## src/rtl/pattern_tx.sv

```systemverilog
// Serial pattern transmitter: sends a WIDTH-bit word MSB first, reps+1 times back to back.
// Optional even-parity bit after each word when PATTERN_TX_PARITY_EN is defined.
module pattern_tx #(
    parameter int WIDTH = 4
) (
    input  logic             clk,
    input  logic             reset,
    input  logic             start,
    input  logic [WIDTH-1:0] pattern,
    input  logic [2:0]       reps,
    output logic             x,
    output logic             busy,
    output logic             done
);

`ifdef PATTERN_TX_PARITY_EN
    localparam int P = 1;
    localparam logic [4:0] PAR_POS = 5'(WIDTH - 1);
`else
    localparam int P = 0;
`endif
    // Index of the last bit of a word on x (data bits plus optional parity).
    localparam logic [4:0] LAST = 5'(WIDTH - 1 + P);

    typedef enum logic [1:0] {IDLE, SHIFT, DONE} state_t;

    state_t           state;
    logic [WIDTH-1:0] word;
    logic [WIDTH-1:0] sr;
    logic [2:0]       reps_q;
    logic [2:0]       repcnt;
    logic [4:0]       bitcnt;

    always_ff @(posedge clk) begin
        if (!reset) begin
            state  <= IDLE;
            word   <= '0;
            sr     <= '0;
            reps_q <= '0;
            repcnt <= '0;
            bitcnt <= '0;
            x      <= 1'b0;
            busy   <= 1'b0;
            done   <= 1'b0;
        end else begin
            case (state)
                IDLE: begin
                    x    <= 1'b0;
                    busy <= 1'b0;
                    done <= 1'b0;
                    if (start) begin
                        word   <= pattern;
                        reps_q <= reps;
                        x      <= pattern[WIDTH-1];
                        sr     <= {pattern[WIDTH-2:0], 1'b0};
                        bitcnt <= '0;
                        repcnt <= '0;
                        busy   <= 1'b1;
                        state  <= SHIFT;
                    end
                end
                SHIFT: begin
                    // bitcnt tracks the bit currently on x; sr holds the bits still to come.
                    if (bitcnt == LAST) begin
                        if (repcnt == reps_q) begin
                            x     <= 1'b0;
                            busy  <= 1'b0;
                            done  <= 1'b1;
                            state <= DONE;
                        end else begin
                            repcnt <= repcnt + 3'd1;
                            bitcnt <= '0;
                            x      <= word[WIDTH-1];
                            sr     <= {word[WIDTH-2:0], 1'b0};
                        end
                    end
`ifdef PATTERN_TX_PARITY_EN
                    else if (bitcnt == PAR_POS) begin
                        x      <= ^word;
                        bitcnt <= bitcnt + 5'd1;
                    end
`endif
                    else begin
                        x      <= sr[WIDTH-1];
                        sr     <= {sr[WIDTH-2:0], 1'b0};
                        bitcnt <= bitcnt + 5'd1;
                    end
                end
                DONE: begin
                    x     <= 1'b0;
                    busy  <= 1'b0;
                    done  <= 1'b0;
                    state <= IDLE;
                end
                default: begin
                    x     <= 1'b0;
                    busy  <= 1'b0;
                    done  <= 1'b0;
                    state <= IDLE;
                end
            endcase
        end
    end

endmodule

```

## config.mk

```make
export PLATFORM = sky130hd
export DESIGN_NAME = pattern_tx
export DESIGN_NICKNAME = d
export VERILOG_FILES = /design/src/rtl/pattern_tx.sv
export SDC_FILE = /design/constraint.sdc
export NUM_CORES = 1
export LEC_CHECK = 0
export ABC_AREA = 1
export CAP_MARGIN = 10
export CORE_ASPECT_RATIO = 1.25
export CORE_MARGIN = 2
export CORE_UTILIZATION = 60
export CTS_CLUSTER_DIAMETER = 120
export DETAILED_ROUTE_END_ITERATION = 8
export DONT_BUFFER_PORTS = 1
export PLACE_DENSITY = 0.81
export SYNTH_ARGS = -nofsm -noshare
export SYNTH_HDL_FRONTEND = slang
export SYNTH_SLANG_ARGS = --single-unit
export TNS_END_PERCENT = 5
```

## constraint.sdc

```tcl
create_clock -name clk -period 1.4 [get_ports clk]
set_input_delay 0.14 -clock clk [delete_from_list [all_inputs] [get_ports clk]]
set_output_delay 0.14 -clock clk [all_outputs]
set_load 0.05 [all_outputs]
```

* After elaboration in Yosys (flattened, before gate mapping)
Cells that the tools add are included.
** Operators by class
- Add/sub/neg operators :: 2
- Multipliers :: 0
- Div/mod/pow operators :: 0
- Magnitude comparators :: 0
- Eq/ne operators :: 8
- Shifts and indexed selects :: 0
- Multiplexer cells :: 24
- Bitwise gates (word level) :: 0
- Reductions and logical operators :: 9
** Operators by type and width (number)
- two-way mux 5 bit :: 3
- two-way mux 4 bit :: 3
- one-hot mux 5 bit (2 select lines) :: 1
- two-way mux 3 bit :: 3
- != test 2 bit (second input constant) :: 4
- one-hot mux 4 bit (2 select lines) :: 1
- AND reduction 2 bit :: 4
- two-way mux 1 bit :: 6
- two-way mux 2 bit :: 3
- one-hot mux 3 bit (2 select lines) :: 1
- AND reduction 3 bit :: 2
- adder 5 x 1 -> 5 bit (second input constant) :: 1
- equality test 5 x 2 -> 1 bit (second input constant) :: 1
- one-hot mux 1 bit (2 select lines) :: 2
- one-hot mux 2 bit (2 select lines) :: 1
- AND reduction 4 bit :: 1
- adder 3 x 1 -> 3 bit (second input constant) :: 1
- equality test 3 bit :: 1
- != test 3 bit (second input constant) :: 1
- equality test 2 x 1 -> 1 bit (second input constant) :: 1
- zero test 2 bit :: 1
- nonzero test 2 bit :: 1
** Storage, ports and cells
- Register bits :: 24
- Latch bits :: 0
- RAM bits :: 0
- ROM bits :: 0
- Input port bits :: 10
- Output and inout port bits :: 3
- Logic and storage cells :: 52
- Memories :: 0

* Logic depth before layout (Yosys ltp)
Gate-level depths: netlist (run 1).
- Depth after elaboration :: 4
- Gate-level depth with buffers :: 9
- Depth with buffers taken out :: 9

* Worst setup path after synthesis (run 1)
No wires, ideal clock.
- Kind :: register -> register
- Start :: reg bitcnt[0]
- End :: reg sr[1]
- Arrival time :: 1156 ps
- Required time :: 1336 ps
- Setup slack :: 180 ps
- Cell stages (with the launch flop) :: 8
- Buffers on the path :: 0
- Clock period less this slack :: 1220 ps
- Cell sequence :: dfxtp_1 -> ha_1 -> nand3_4 -> nand2_4 -> nand3_4 -> nand2_1 -> inv_1 -> nor2_1
** Between the ends
- Longest elaborated chain between the ends :: 3
- Elaborated cells on any way between the ends :: 5
- Classes of those cells :: eq/ne (2); mux (2); reduce/logical (1)
** Ends and longest elaborated chain
- start, declared :: RTL line 32 : logic [4:0] bitcnt;
- start signal, assigned :: RTL line 86 : bitcnt <= bitcnt + 5'd1;
- equality test 5 x 2 -> 1 bit (*) :: RTL line 64 : if (bitcnt == LAST) begin
- != test 3 bit (no line) / two-way mux 4 bit (equally long branches)
- AND reduction 3 bit (no line) / one-hot mux 4 bit (2 select lines) (equally long branches)
- end signal, assigned :: RTL line 55 : sr <= {pattern[WIDTH-2:0], 1'b0};
- end signal, assigned :: RTL line 74 : sr <= {word[WIDTH-2:0], 1'b0};
- end signal, assigned :: RTL line 85 : sr <= {sr[WIDTH-2:0], 1'b0};
- end, declared :: RTL line 29 : logic [WIDTH-1:0] sr;
Every way passes the cells marked *; elsewhere a longest branch is shown, timed or not.
A chain may end at the register's enable or synchronous reset.

* Worst setup path after layout (run 1)
- Start :: reg state[0]
- End :: reg sr[1]
** Between the ends
- Longest elaborated chain between the ends :: 3
- Elaborated cells on any way between the ends :: 7
- Classes of those cells :: eq/ne (3); mux (1); reduce/logical (3)
** Ends and longest elaborated chain
- start, declared :: RTL line 27 : state_t state;
- start signal, assigned :: RTL line 36 : state <= IDLE;
- start signal, assigned :: RTL line 59 : state <= SHIFT;
- start signal, assigned :: RTL line 69 : state <= DONE;
- equality test 2 x 1 -> 1 bit / zero test 2 bit (equally long branches) :: RTL line 46 : case (state)
- != test 3 bit (no line) (tied with other cells)
- AND reduction 3 bit (no line)
Parallel ways exist; a longest one is shown, timed or not.

==> flow_summary_export.csv, run 1 <==
group,metric,value,unit
final_layout,fill_cells,143,
timing,finalCriticalPeriod,1300,ps
final_layout,n_antenna_cell,0,
detailed_routing,routedWlPerCell,13.4,um
placement,dp_hpwl,1670,um
die,die_area,2310,um2
worst_setup_path,crit_fanout,9,
synth,synth_nets,164,
synth,yosys.area_share.simple,35.8,%
placement,finalWeightedCongestion,0.846,
timing,fin_ws,101,ps
timing,finalClockSkew,6.12,ps
final_layout,design_area,1270,um2
die,rows,17,
run_status,status,"finished, violations left",
worst_setup_path,cp.arrival,1510,ps
die,die_h,53.2,um
worst_setup_path,end_kind,"register",
die,ios,13,
worst_setup_path,rr_worst_depth,8,
synth,syn_area_per_cell,7.65,um2
worst_setup_path,cp_cell_sequence,"inv_2 -> nor2_4 -> buf_4 -> nand2_4 -> nand3_4 -> nand2_1 -> inv_1 -> nor2_1",
timing,tightest_slew,468,ps
final_layout,final-seq-area,463,um2
cts,postCtsSetupBuffers,0,
grt,grt_pass1_wl,3950,um
run,cap_violations,0,
grt,grt_pass1_vias,994,
timing,drv_slew,0,
cts,cts_tree,"built",
run_status,violations,"hold timing",
timing,period_share,92.8,%
placement,place_ws,35.2,ps
timing,rsz0062_at_grt,"no",
synth,yosysSeqAreaShare,39.6,%
timing,setup_viol,0,
detailed_routing,postRouteAntennaNets,0,
synth,syn_area,1160,um2
power_and_ir_drop,powerDensity,1060,nW/um2
detailed_routing,drtPass1Iterations,4,
cts,cts_root_buffer,"clkbuf_4",
final_layout,drive_above_1_share,16.3,%
cts,htreeDepth,1,
power_and_ir_drop,power_switching_share,32.0,%
worst_setup_path,worstSetupStartpointType,"register",
cts,clock_sinks,23,
die,initial_core_util,65.1,%
power_and_ir_drop,p_leak,0.539,nW
grt,grt_overflow,0,
grt,grt_max_degree,14,
detailed_routing,drc,0,
synth,ys_types,27,
synth,synth_top_family_by_area,"simple AND/OR/NAND/NOR gates",
detailed_routing,dr.first_iter.drc_count,19,
final_layout,multiInputGateArea,614,um2
final_layout,syn_to_final_growth,9.69,%
final_layout,final_common_cell,"nand2_1",
detailed_routing,vias,1023,
die,core_area,1790,um2
final_layout,utilization,71.4,%
synth,synthAdderAreaFrac,2.15,%
synth,yosys_warnings,0,
timing,max_slew_margin,68.8,%
cts,clk_pin_slew,130,ps
worst_setup_path,crit_required,1620,ps
grt,grt.total_usage,22.3,%
cts,numCtsBuffers,3,
timing,hold_ws,-0.0139,ps
power_and_ir_drop,max-vdd-ir-drop,0.761,mV
detailed_routing,finalWirelength,2390,um
power_and_ir_drop,pwr-share-comb,22.9,%
placement,dpl_cell_area,1190,um2
final_layout,layout_common_cells,"nand2_1, dfxtp_1, inv_1, nor2_1, a21oi_1",
synth,synth_mux_area_share,0,%
timing,hold_viol_final,1,
power_and_ir_drop,power.switching,0.434,mW
worst_setup_path,max_stage_delay,360,ps
worst_setup_path,path_class,"register to register",
synth,synth_xor_area_share,2.91,%
synth,synth-seq-cells,23,
timing,fin_tns_setup,0,ps
synth,syn_inst,152,
power_and_ir_drop,pwr-share-seq,55.0,%
timing,fmax,770,MHz
cts,insertion_delay,300,ps
hold_path,hp-class,"primary input to register",
worst_setup_path,crit_slowest_cell,"dfxtp_1",
hold_path,whs_path_depth,2,
synth,synth_compound_area_share,10.2,%
placement,port_buffers,0,
die,die_w,43.4,um
detailed_routing,vias_per_cell,5.72,
cts,cts.path.max_buffers,2,
final_layout,layout.nets,173,
power_and_ir_drop,internal_power,0.920,mW
power_and_ir_drop,clkPwrFrac,22.1,%
grt,antenna_found_initial,0,
-- worst paths after layout --
kind	from	to	slack, ps
max	state[0]$_SDFFE_PN0P_	sr[1]$_SDFFE_PN0P_	100
min	pattern[0]	word[0]$_SDFFE_PN0P_	-0.01
max reg2reg	state[0]$_SDFFE_PN0P_	sr[1]$_SDFFE_PN0P_	100
min reg2reg	done$_SDFFE_PN0P_	done$_SDFFE_PN0P_	470
-- per-layer routing --
metal | wire (um) | global-route usage [%] | vias to the layer above
met2 | 1270 | 42.5 | 31
met1 | 1000 | 24.5 | 469
met4 | 26 | 8.08 | 0
li1 | - | - | 519
met5 | 0 | 0 | -
met3 | 100 | 3.41 | 4
-- cell families (layout without fill, tap and decap cells) --
logic type	count (synthesis)	in the layout
adders and majority gates	2	2
AOI/OAI and AO/OA	23	23
and+or+nand+nor	76	76
buffers and inverters	25	33
xor gates and xnor gates	3	3
DFF	23	23
-- synthesized netlist by cell type --
master | n | area [um2]
a31oi_1 | 1 | 6.26
o21ai_0 | 7 | 35.0
nand3_1 | 8 | 40.0
nand2_4 | 2 | 22.5
clkinv_1 | 1 | 3.75
or2_2 | 1 | 6.26
a21oi_1 | 14 | 70.1
dfxtp_1 | 23 | 460
nand2_1 | 27 | 101
inv_1 | 18 | 67.6
a22oi_1 | 1 | 7.51
or2_1 | 1 | 6.26
buf_2 | 2 | 10.0
nand2_2 | 1 | 6.26
nand3_4 | 2 | 35.0
nor2_1 | 17 | 63.8
clkbuf_1 | 1 | 3.75
nor2_4 | 2 | 22.5
nand4_4 | 1 | 21.3
xor2_1 | 2 | 17.5
ha_1 | 2 | 25.0
inv_2 | 2 | 7.51
xnor2_2 | 1 | 16.3
nand3_2 | 1 | 10.0
or2_0 | 1 | 6.26
nand4_1 | 12 | 75.1
buf_8 | 1 | 15.0
-- through the flow --
stage               instances  power, mW
finish                    179       1.35
global route              179       1.43
CTS                       179       1.35
detailed placement        172       1.04
global placement          172       1.03
floorplan                 152      0.985
-- registers in the layout, summed over array words and instances, names as in the netlist --
signal,count
word,4
reps_q,3
sr,3
bitcnt,5
x,1
done,1
state,2
busy,1
repcnt,3
-- final cells by class --
cell class / instances / area share [%]
inverter: 21 / 6.18
clock buffer: 3 / 1.77
timing repair buffer: 8 / 5.30
sequential: 23 / 36.3
clock inverter: 1 / 0.393
multi-input combinational: 104 / 48.2
tap: 19 / 1.86
-- worst max-delay path, delay by kind of cell (launching register included) --
family | cells | cell delay, ps
DFF | 1 | 360
buffers and inverters | 3 | 320
and+or+nand+nor | 5 | 530
-- power groups by stage --
stage	sequential, mW	combinational, mW	clock (mW)
4_1_cts	0.739	0.297	0.312
6_report	0.744	0.311	0.299
5_1_grt	0.749	0.353	0.331
3_3_place_gp	0.752	0.274	0
2_1_floorplan	0.758	0.227	0
3_5_place_dp	0.754	0.282	0
-- repair_timing --
item,in CTS,in global routing
resized for setup,1,5
pin swaps,0,1
hold endpoints to repair,14,0
setup endpoints to repair,1,6
hold buffers,3,0
No activity file was read; power rests on OpenSTA's default activity.
==> run 2, diff against run 1 <==
--- a/config.mk
+++ b/config.mk
@@ -6,7 +6,7 @@
 export NUM_CORES = 1
 export LEC_CHECK = 0
 export ABC_AREA = 1
-export CAP_MARGIN = 10
+export CAP_MARGIN = 0
 export CORE_ASPECT_RATIO = 1.25
 export CORE_MARGIN = 2
 export CORE_UTILIZATION = 60
@@ -14,6 +14,7 @@
 export DETAILED_ROUTE_END_ITERATION = 8
 export DONT_BUFFER_PORTS = 1
 export PLACE_DENSITY = 0.81
+export SKIP_CTS_REPAIR_TIMING = 1
 export SYNTH_ARGS = -nofsm -noshare
 export SYNTH_HDL_FRONTEND = slang
 export SYNTH_SLANG_ARGS = --single-unit
==> flow_summary_export.csv, run 2 (synthesis results as in run 1) <==
group,metric,value,unit
run_status,status,"finished, violations left",
run_status,violations,"hold timing",
final_layout,layout_common_cells,"nand2_1, dfxtp_1, inv_1, nor2_1, a21oi_1",
worst_setup_path,max_stage_delay,360,ps
cts,insertion_delay,300,ps
power_and_ir_drop,powerDensity,1070,nW/um2
worst_setup_path,crit_fanout,9,
worst_setup_path,crit_slowest_cell,"dfxtp_1",
timing,drv_slew,0,
timing,fmax,768,MHz
hold_path,hp-class,"primary input to register",
grt,grt_max_degree,14,
grt,grt.total_usage,22.0,%
final_layout,design_area,1260,um2
grt,antenna_found_initial,0,
power_and_ir_drop,max-vdd-ir-drop,0.765,mV
grt,grt_pass1_vias,999,
final_layout,largest-register,"bitcnt",
placement,dp_hpwl,1670,um
timing,finalClockSkew,7.08,ps
timing,setup_viol,0,
detailed_routing,vias_per_cell,5.60,
run,cap_violations,0,
detailed_routing,dr.first_iter.drc_count,16,
placement,dpl_cell_area,1190,um2
final_layout,n_antenna_cell,0,
final_layout,final_common_cell,"nand2_1",
worst_setup_path,crit_required,1640,ps
worst_setup_path,path_delay_family,"simple AND/OR/NAND/NOR gates",
cts,numCtsBuffers,3,
timing,max_slew_margin,68.8,%
grt,grt_overflow,0,
detailed_routing,routedWlPerCell,13.3,um
detailed_routing,vias,997,
cts,clock_sinks,23,
grt,grt_pass1_wl,3880,um
final_layout,largest_reg_flops,5,
worst_setup_path,end_kind,"register",
die,die_area,2310,um2
final_layout,reg.largest.list,"bitcnt x5, word x4",
power_and_ir_drop,total_power,1.35,mW
timing,hold_viol_final,3,
detailed_routing,drtPass1Iterations,4,
worst_setup_path,path_class,"register to register",
die,rows,17,
die,die_h,53.2,um
placement,finalWeightedCongestion,0.846,
timing,tightest_slew,467,ps
cts,htreeDepth,1,
timing,period_share,93.0,%
detailed_routing,finalWirelength,2380,um
final_layout,drive_above_1_share,16.4,%
cts,cts_root_buffer,"clkbuf_4",
worst_setup_path,reg2reg_slack,100,ps
die,ios,13,
worst_setup_path,crit_buf_inv,2,
detailed_routing,drc,0,
die,core_area,1790,um2
worst_setup_path,crit_top_cell,"nand2_1",
power_and_ir_drop,p_leak,0.535,nW
die,die_w,43.4,um
timing,finalCriticalPeriod,1300,ps
worst_setup_path,cp_cell_sequence,"inv_2 -> nor2_4 -> buf_4 -> nand2_4 -> nand2_1 -> nand2_1 -> a21oi_1",
detailed_routing,postRouteAntennaNets,0,
placement,port_buffers,0,
timing,hold_ws,-39.9,ps
die,initial_core_util,65.1,%
timing,rsz0062_at_grt,"no",
cts,cts_tree,"built",
cts,cts.path.max_buffers,2,
worst_setup_path,worstSetupStartpointType,"register",
final_layout,syn_to_final_growth,8.83,%
final_layout,layout.nets,172,
cts,clk_pin_slew,130,ps
worst_setup_path,cp.arrival,1540,ps
## run 2: cell count changes in the layout (fill, tap and decap cells not counted), sizes merged
| cell | before | now |
|---|---|---|
| dlygate4sd3 | 3 | 2 |
## run 2: layer usage
metal / track usage, % / share of wire (%) / wire [um]
met1: 24.3 / 43 / 1020
met2: 41.0 / 53 / 1250
met3: 3.75 / 3.3 / 78
met4: 8.59 / 1.0 / 24
met5: 0 / 0 / 0
## run 2: through the flow
stage	hold WS, ps	util [%]	TNS, ps	setup WS (ps)	std cells
CTS	-64.4	68.4	-23.3	-23.3	176
floorplan	278	-	0	180	152
detailed placement	271	66.9	0	35.2	172
global placement	269	66.9	0	74.5	172
global route	5.97	70.8	0	7.11	178
finish	-39.9	70.8	0	97.7	178
## run 2: worst register-to-register path: stages, from the launching register on
cell and delay [ps]:
dfxtp_1 360, inv_2 50, nor2_4 210, buf_4 220, nand2_4 110, nand2_1 100, nand2_1 60, a21oi_1 130
## run 2: worst paths after layout
path | endpoint | cells past startpoint | start
worst max-delay path | bitcnt[0]$_SDFFE_PN0P_ | 7 | state[0]$_SDFFE_PN0P_
worst min-delay path | reps_q[2]$_SDFFE_PN0P_ | 2 | reset
worst max register to register | bitcnt[0]$_SDFFE_PN0P_ | 7 | state[0]$_SDFFE_PN0P_
worst min register to register | done$_SDFFE_PN0P_ | 2 | done$_SDFFE_PN0P_
## run 2: final cells by class
type,count,area (um2)
fill,145,522
inverter,21,78.8
clock inverter,1,5.00
sequential,23,463
timing repair buffer,7,57.6
clock buffer,3,22.5
multi-input combinational,104,614
tap,19,23.8
## run 2: power breakdown
part           switching (mW)  internal (mW)  total (mW)
clock network           0.195          0.106       0.301
logic                   0.201          0.107       0.308
registers              0.0394          0.704       0.744
